--- config.mk ---
export PLATFORM = sky130hd
export DESIGN_NAME = scanline_pingpong
export DESIGN_NICKNAME = d
export VERILOG_FILES = /design/src/rtl/scanline_pingpong.sv
export SDC_FILE = /design/constraint.sdc
export NUM_CORES = 2
export LEC_CHECK = 0
export ABC_CLOCK_PERIOD_IN_PS = 5040
export CAP_MARGIN = 20
export CORE_MARGIN = 2
export CORE_UTILIZATION = 60
export CTS_BUF_LIST = sky130_fd_sc_hd__clkbuf_8
export CTS_CLUSTER_DIAMETER = 60
export DETAILED_ROUTE_END_ITERATION = 7
export GPL_TIMING_DRIVEN = 1
export PLACE_DENSITY = 0.76
export SYNTH_ARGS = -nofsm -noshare
export SYNTH_HDL_FRONTEND = slang
export SYNTH_SLANG_ARGS = --single-unit
--- constraint.sdc ---
create_clock -name clk -period 5.04 [get_ports clk]
set_clock_uncertainty 0.2 [all_clocks]
set_input_delay 1.512 -clock clk [delete_from_list [all_inputs] [get_ports clk]]
set_output_delay 1.512 -clock clk [all_outputs]
set_load 0.005 [all_outputs]
--- src/rtl/scanline_pingpong.sv ---
// Ping-pong scanline buffer: TIA writes the back bank while VGA reads the front bank, horizontally scaled.
// Latency: one cycle from rd_hpos to pix_color/pix_valid; the buffer is cleared for WIDTH cycles after reset.
// Backpressure: none. Writes at or beyond WIDTH are dropped, and a second commit before a swap pulses overrun.
module scanline_pingpong #(
  parameter int WIDTH      = 160,
  parameter int COLOR_BITS = 7,
  parameter int SCALE      = 4
) (
  input  logic                  clk,
  input  logic                  rst_n,
  input  logic                  wr_en,
  input  logic [7:0]            wr_xpos,
  input  logic [COLOR_BITS-1:0] wr_color,
  input  logic                  wr_eol,
  input  logic                  rd_line_start,
  input  logic [9:0]            rd_hpos,
  input  logic                  rd_display_on,
  output logic [COLOR_BITS-1:0] pix_color,
  output logic                  pix_valid,
  output logic                  ready,
  output logic                  overrun,
  output logic                  front_bank
);

  localparam int AW = $clog2(WIDTH);
  localparam int SH = $clog2(SCALE);
  localparam logic [9:0] WIDTH_L = 10'(WIDTH);
  localparam logic [AW-1:0] LAST_ADDR = AW'(WIDTH - 1);

  typedef enum logic {CLEAR, RUN} state_t;

  state_t                  state;
  logic [AW-1:0]           clr_addr;
  logic                    pending;

  logic [COLOR_BITS-1:0]   bank0 [WIDTH];
  logic [COLOR_BITS-1:0]   bank1 [WIDTH];

  logic                    run;
  logic                    swap;
  logic                    front_next;
  logic                    wr_hit;
  logic                    rd_hit;
  logic [9:0]              rd_idx;
  logic [AW-1:0]           wr_addr;
  logic [AW-1:0]           rd_addr;
  logic [COLOR_BITS-1:0]   rd_dat;

  // Swap decision, address decode, and front-bank read (post-swap bank selection)
  always_comb begin
    run        = (state == RUN);
    swap       = run && rd_line_start && (pending || wr_eol);
    front_next = front_bank ^ swap;
    wr_hit     = run && wr_en && ({2'b00, wr_xpos} < WIDTH_L);
    wr_addr    = wr_xpos[AW-1:0];
    rd_idx     = rd_hpos >> SH;
    rd_hit     = rd_display_on && (rd_idx < WIDTH_L);
    rd_addr    = rd_idx[AW-1:0];
    rd_dat     = front_next ? bank1[rd_addr] : bank0[rd_addr];
  end

  // Storage: zero both banks while clearing, otherwise write only the pre-swap back bank
  always_ff @(posedge clk) begin
    if (!run) begin
      bank0[clr_addr] <= '0;
      bank1[clr_addr] <= '0;
    end else if (wr_hit) begin
      if (front_bank) bank0[wr_addr] <= wr_color;
      else            bank1[wr_addr] <= wr_color;
    end
  end

  // Control FSM: clear sweep, then bank swapping, commit tracking and registered pixel output
  always_ff @(posedge clk or negedge rst_n) begin
    if (!rst_n) begin
      state      <= CLEAR;
      clr_addr   <= '0;
      front_bank <= 1'b0;
      pending    <= 1'b0;
      pix_color  <= '0;
      pix_valid  <= 1'b0;
      ready      <= 1'b0;
      overrun    <= 1'b0;
    end else begin
      case (state)
        CLEAR: begin
          pix_color <= '0;
          pix_valid <= 1'b0;
          overrun   <= 1'b0;
          clr_addr  <= clr_addr + 1'b1;
          if (clr_addr == LAST_ADDR) begin
            state <= RUN;
            ready <= 1'b1;
          end
        end
        RUN: begin
          ready      <= 1'b1;
          front_bank <= front_next;
          // A newer commit before the reader swaps replaces the older one in place
          overrun    <= wr_eol && pending && !swap;
          if (swap)        pending <= 1'b0;
          else if (wr_eol) pending <= 1'b1;
          if (rd_hit) begin
            pix_color <= rd_dat;
            pix_valid <= 1'b1;
          end else begin
            pix_color <= '0;
            pix_valid <= 1'b0;
          end
        end
        default: state <= CLEAR;
      endcase
    end
  end

endmodule

# After elaboration in Yosys (flattened, before gate mapping)
# Memories as Yosys holds them, arrays and structs flattened.
# Index checks and enable logic that the tools add are counted.
[word_totals] reg_bits=21 ramBits=2240 input_bits=31 out_inout_bits=11 elab_cells=57 mem_count=2
[mem_list] name="bank0" depth=160 word_bits=7 read_ports=1 rd_ports_with_merged_regs=0 write_ports=1 line="36" source="logic [COLOR_BITS-1:0] bank0 [WIDTH];"
[mem_list] name="bank1" depth=160 word_bits=7 read_ports=1 rd_ports_with_merged_regs=0 write_ports=1 line="37" source="logic [COLOR_BITS-1:0] bank1 [WIDTH];"
[op_classes] addsub=1 order_cmp=2 n_eq_ne=2 muxes=27 bitwise_logic=2 n_reduce_logical=13
[op_table] op="7-bit 2-to-1 mux" count=4
[op_table] op="1-bit 2-to-1 mux" count=17
[op_table] op="8-bit less-than comparator (second input constant)" count=2
[op_table] op="8-bit 2-to-1 mux" count=2
[op_table] op="7-bit case mux with 2 select lines" count=1
[op_table] op="7-bit OR reduction" count=2
[op_table] op="8-bit by 1-bit adder with 8-bit output (second input constant)" count=1
[op_table] op="8-bit equality test (second input constant)" count=1
[op_table] op="1-bit logical AND" count=7
[op_table] op="1-bit case mux with 2 select lines" count=3
[op_table] op="2-bit inequality test (second input constant)" count=1
[op_table] op="2-bit AND reduction" count=1
[op_table] op="2-bit nonzero test" count=1
[op_table] op="1-bit zero test" count=1
[op_table] op="1-bit logical OR" count=1
[op_table] op="1-bit NOT" count=1
[op_table] op="1-bit bitwise XOR" count=1

# Longest topological paths before layout
[logic_depth] depth_word=7 depth_mapped=13 mapped_depth_nobuf=7

# Worst setup path before layout
# Ideal clock, no wire load.
[synth_timing] path_kind="input -> register" start="in wr_xpos[6]" end="mem bank1[0][0] (data pin)" setup_ps=618 arrival_time_ps=4604 required_ps=4222 path_slack_ps=-382 cell_stages=6 path_buffers=3 cell_sequence="o21ai_1 -> and4b_1 -> clkbuf_1 -> buf_2 -> clkbuf_1 -> and2_1"
[synth_via] elab_chain_len=7
[synth_rtl] item="start, declared" line="12" source="input logic [7:0] wr_xpos,"
[synth_rtl] item="8-bit less-than comparator" line="54" source="wr_hit = run && wr_en && ({2'b00, wr_xpos} < WIDTH_L);"
[synth_rtl] item="1-bit logical AND" line="54"
[synth_rtl] item="1-bit 2-to-1 mux" line="67" source="end else if (wr_hit) begin"
[synth_rtl] item="1-bit 2-to-1 mux" line="64" source="if (!run) begin"
[synth_rtl] item="1-bit 2-to-1 mux (implied by the code)" line="69" source="else bank1[wr_addr] <= wr_color;"
[synth_rtl] item="7-bit OR reduction (no source line)"
[synth_rtl] item="7-bit 2-to-1 mux (no source line)"
[synth_rtl] item="end, declared" line="37"
# Every way passes these cells.

# Final worst setup path
[layout_timing] start="in wr_xpos[6]" end="mem bank1[14][3], enable pin"
[layout_via] elab_chain_len=7 elab_cells_between_ends=8 cone_classes="order compare (1); mux (5); reduce/logical (2)"
[layout_rtl] item="8-bit less-than comparator" line="54"
[layout_rtl] item="1-bit logical AND" line="54"
[layout_rtl] item="1-bit 2-to-1 mux" line="67"
[layout_rtl] item="1-bit 2-to-1 mux" line="64"
[layout_rtl] item="1-bit 2-to-1 mux (implied by the code)" line="69"
[layout_rtl] item="7-bit OR reduction (no source line)"
[layout_rtl] item="8-bit 2-to-1 mux (no source line) / 1-bit 2-to-1 mux (equally long branches)"
# Several ways; a longest one is shown, not always the timed one.

==> metrics.cfg <==
[grt]
overflow = 0
first_global_vias = 47100
grt_first_pass_wirelength_mm = 319
antenna_found_initial = 12
grt_max_degree = 161
grt.total_usage_pct = 29.5

[power]
p_per_area_nw_per_um2 = 346
p_int_mw = 27.8
p_switching_mw = 7.42
ir_drop_mv = 0.303
pwr-share-comb_pct = 3.0
pwr-share-clk_pct = 39.2
netSwitchingFraction_pct = 21.1
cellLeakagePower_nw = 28.2
sequentialPowerShare_pct = 57.8

[floorplanning]
dieArea_um2 = 151000
core_area_um2 = 146000
io_pins = 42
fp.dieH_um = 388
rows = 140
die_w_um = 388
initial_core_util_pct = 60.6

[finish]
area_growth_pct = 14.9
layout-drive-gt1-share_pct = 31.3
layout_commonest_cell = edfxtp_1
nFillCells = 8571
stdcell_count = 7145
mostFrequentLayoutCells = edfxtp_1 (2,240), mux4_2 (562), buf_4 (533)
layout.nets = 5013

[routing]
drc = 0
wl_per_cell_um = 30.9
routed_wl_mm = 221
route.vias.total = 47200
first_pass_iters = 6
ant_nets = 0
drt_iter0_drc = 6903
avgViaCountPerCell = 6.61

[sta]
rsz0062_at_grt = no
slew_headroom_pct = 22.3
setup_tns_ns = 0
finalCritPeriodShare_pct = 84.9
worstMarginPinSlew_ns = 1.16
hold_violations = 0
drv_slew = 0
finalSetupViolCount = 0
max_clock_freq_mhz = 234
period_minus_slack_ns = 4.28

[worst_hold_path]
holdCritPathClass = reg -> reg

[clock_network]
cts_tree = built
clock-sinks = 2261
cts.repair.resized = 0
numCtsBuffers = 350
clk_pin_slew_worst_paths_ns = 0.07
max-clock-path-buffers = 4
hold_buffers = 0
htreeDepth = 5
postCtsSetupBuffers = 0
cts-root-buf = clkbuf_8
worstSkewPairLatency_ns = 1.02

[logic_synthesis]
ys_ff_latch = 2261
synthesis.nets = 4262
seq_area_frac_synth_pct = 76.5
synth_area_um2 = 88600
synth_area_leaders = edfxtp_1 (76%), mux4_2 (14%), mux2i_1 (2.0%)
syn_area_per_cell_um2 = 20.9
synth_top_area_share_pct = 75.9
synth_flop_cell = edfxtp_1
yosys_warnings = 0
synth.distinct_cells = 64
synth-edff-count = 2240
synth_area_leader_cell = edfxtp_1
async_flop_share_pct = 0.929
syn-instance-count = 4230

[run_status]
status = finished clean

[worst_setup_path]
startpoint_type = primary input
r2r-start = run
crit_required_ns = 5.59
reg2reg_to = bank1[14][3]
endpoint_kind = register
critical_path_peak_fanout = 16
worst_ep_arrival_time_ns = 4.83
reg2reg_depth = 7
path_class = in -> reg
crit_start = wr_xpos[6]
cp-endpoint = bank1[14][3]
worst-r2r-setup-slack_ns = 1.32

[job]
cap_viol_max_count = 0

[place]
dp_hpwl_mm = 142
dp_cells = 6546
place_congestion = 0.914
numPortBuffers = 39

-- registers in the layout, summed over array words and instances (netlist names) --
| name | flops |
|---|---|
| pending | 1 |
| clr_addr | 8 |
| bank1 | 1120 |
| bank0 | 1120 |
| run | 1 |
| ready | 1 |
| front_bank | 1 |
| pix_color | 7 |
| pix_valid | 1 |
| overrun | 1 |
-- worst max-delay path, cell delays in order --
cell,delay [ns]
clkdlybuf4s50_1,0.42
o21ai_1,0.21
and4b_1,0.50
nor2_1,0.12
a31oi_2,0.90
or3_1,0.73
nor2_1,0.20
buf_4,0.23
-- metrics by stage --
step	utilization [%]	worst slack, ns	power, mW	instance area, µm²	hold WS, ns
after floorplan	-	0.726	21.4	88600	0.265
after detailed placement	65.4	-0.0990	21.8	95600	0.321
after global routing	69.6	0.823	36.1	102000	0.343
after CTS	69.6	0.978	35.3	102000	0.336
after global placement	65.4	-0.0847	21.8	95600	0.254
final	69.6	0.761	35.2	102000	0.336
-- cells by family after synthesis --
logic type               after synthesis  share of synthesized area [%]
multiplexers                         744                           16.4
buffers and inverters                252                           1.47
XOR/XNOR                               8                         0.0791
AO/OA/AOI/OAI                        268                           2.09
adder cells (fa/ha/maj)                1                         0.0141
flip-flops                          2261                           76.5
AND/OR/NAND/NOR                      696                           3.45
-- metal layers --
| layer | track usage (%) | up-vias | wire, µm |
|---|---|---|---|
| met5 | 0 | - | 87 |
| met4 | 11.9 | 14 | 9060 |
| met3 | 7.62 | 512 | 28200 |
| met2 | 44.6 | 3359 | 103000 |
| met1 | 42.0 | 24200 | 80000 |
| li1 | - | 19100 | - |
-- cell usage after synthesis (37+ instances only) --
master       n
nand2_1    151
buf_2       62
edfxtp_1  2240
mux4_2     562
mux2i_1    175
a21oi_1     38
clkbuf_1   104
o22ai_1     60
nor3_1      53
nor2_1     335
o221ai_1    37
-- worst min-delay path by stage --
stage / startpoint / endpoint / slack [ns] / cells after the start
after floorplan: ready / ready / 0.26 / 1
after global placement: ready / ready / 0.25 / 1
after detailed placement: ready / ready / 0.32 / 1
after CTS: ready / ready / 0.34 / 1
after global routing: ready / ready / 0.34 / 1
final: ready / ready / 0.34 / 1
-- power groups by stage --
stage / combinational, mW / sequential (mW) / clock (mW)
floorplan: 0.616 / 20.7 / 0
global placement: 1.05 / 20.7 / 0
detailed placement: 1.05 / 20.7 / 0
CTS: 1.06 / 20.3 / 13.9
global route: 1.10 / 20.3 / 14.7
finish: 1.07 / 20.3 / 13.8
-- layout make-up --
| type | count | area [µm²] | share of cell area (%) |
|---|---|---|---|
| Antenna cell | 3 | 7.51 | 0.00738 |
| Clock buffer | 361 | 4970 | 4.88 |
| Timing Repair Buffer | 643 | 5820 | 5.72 |
| Inverter | 8 | 36.3 | 0.0357 |
| Clock inverter | 235 | 1170 | 1.15 |
| Tap cell | 1917 | 2400 | 2.36 |
| Multi-Input combinational cell | 1717 | 19500 | 19.2 |
| Sequential cell | 2261 | 67800 | 66.6 |
No activity file was read; power rests on OpenSTA's default activity.
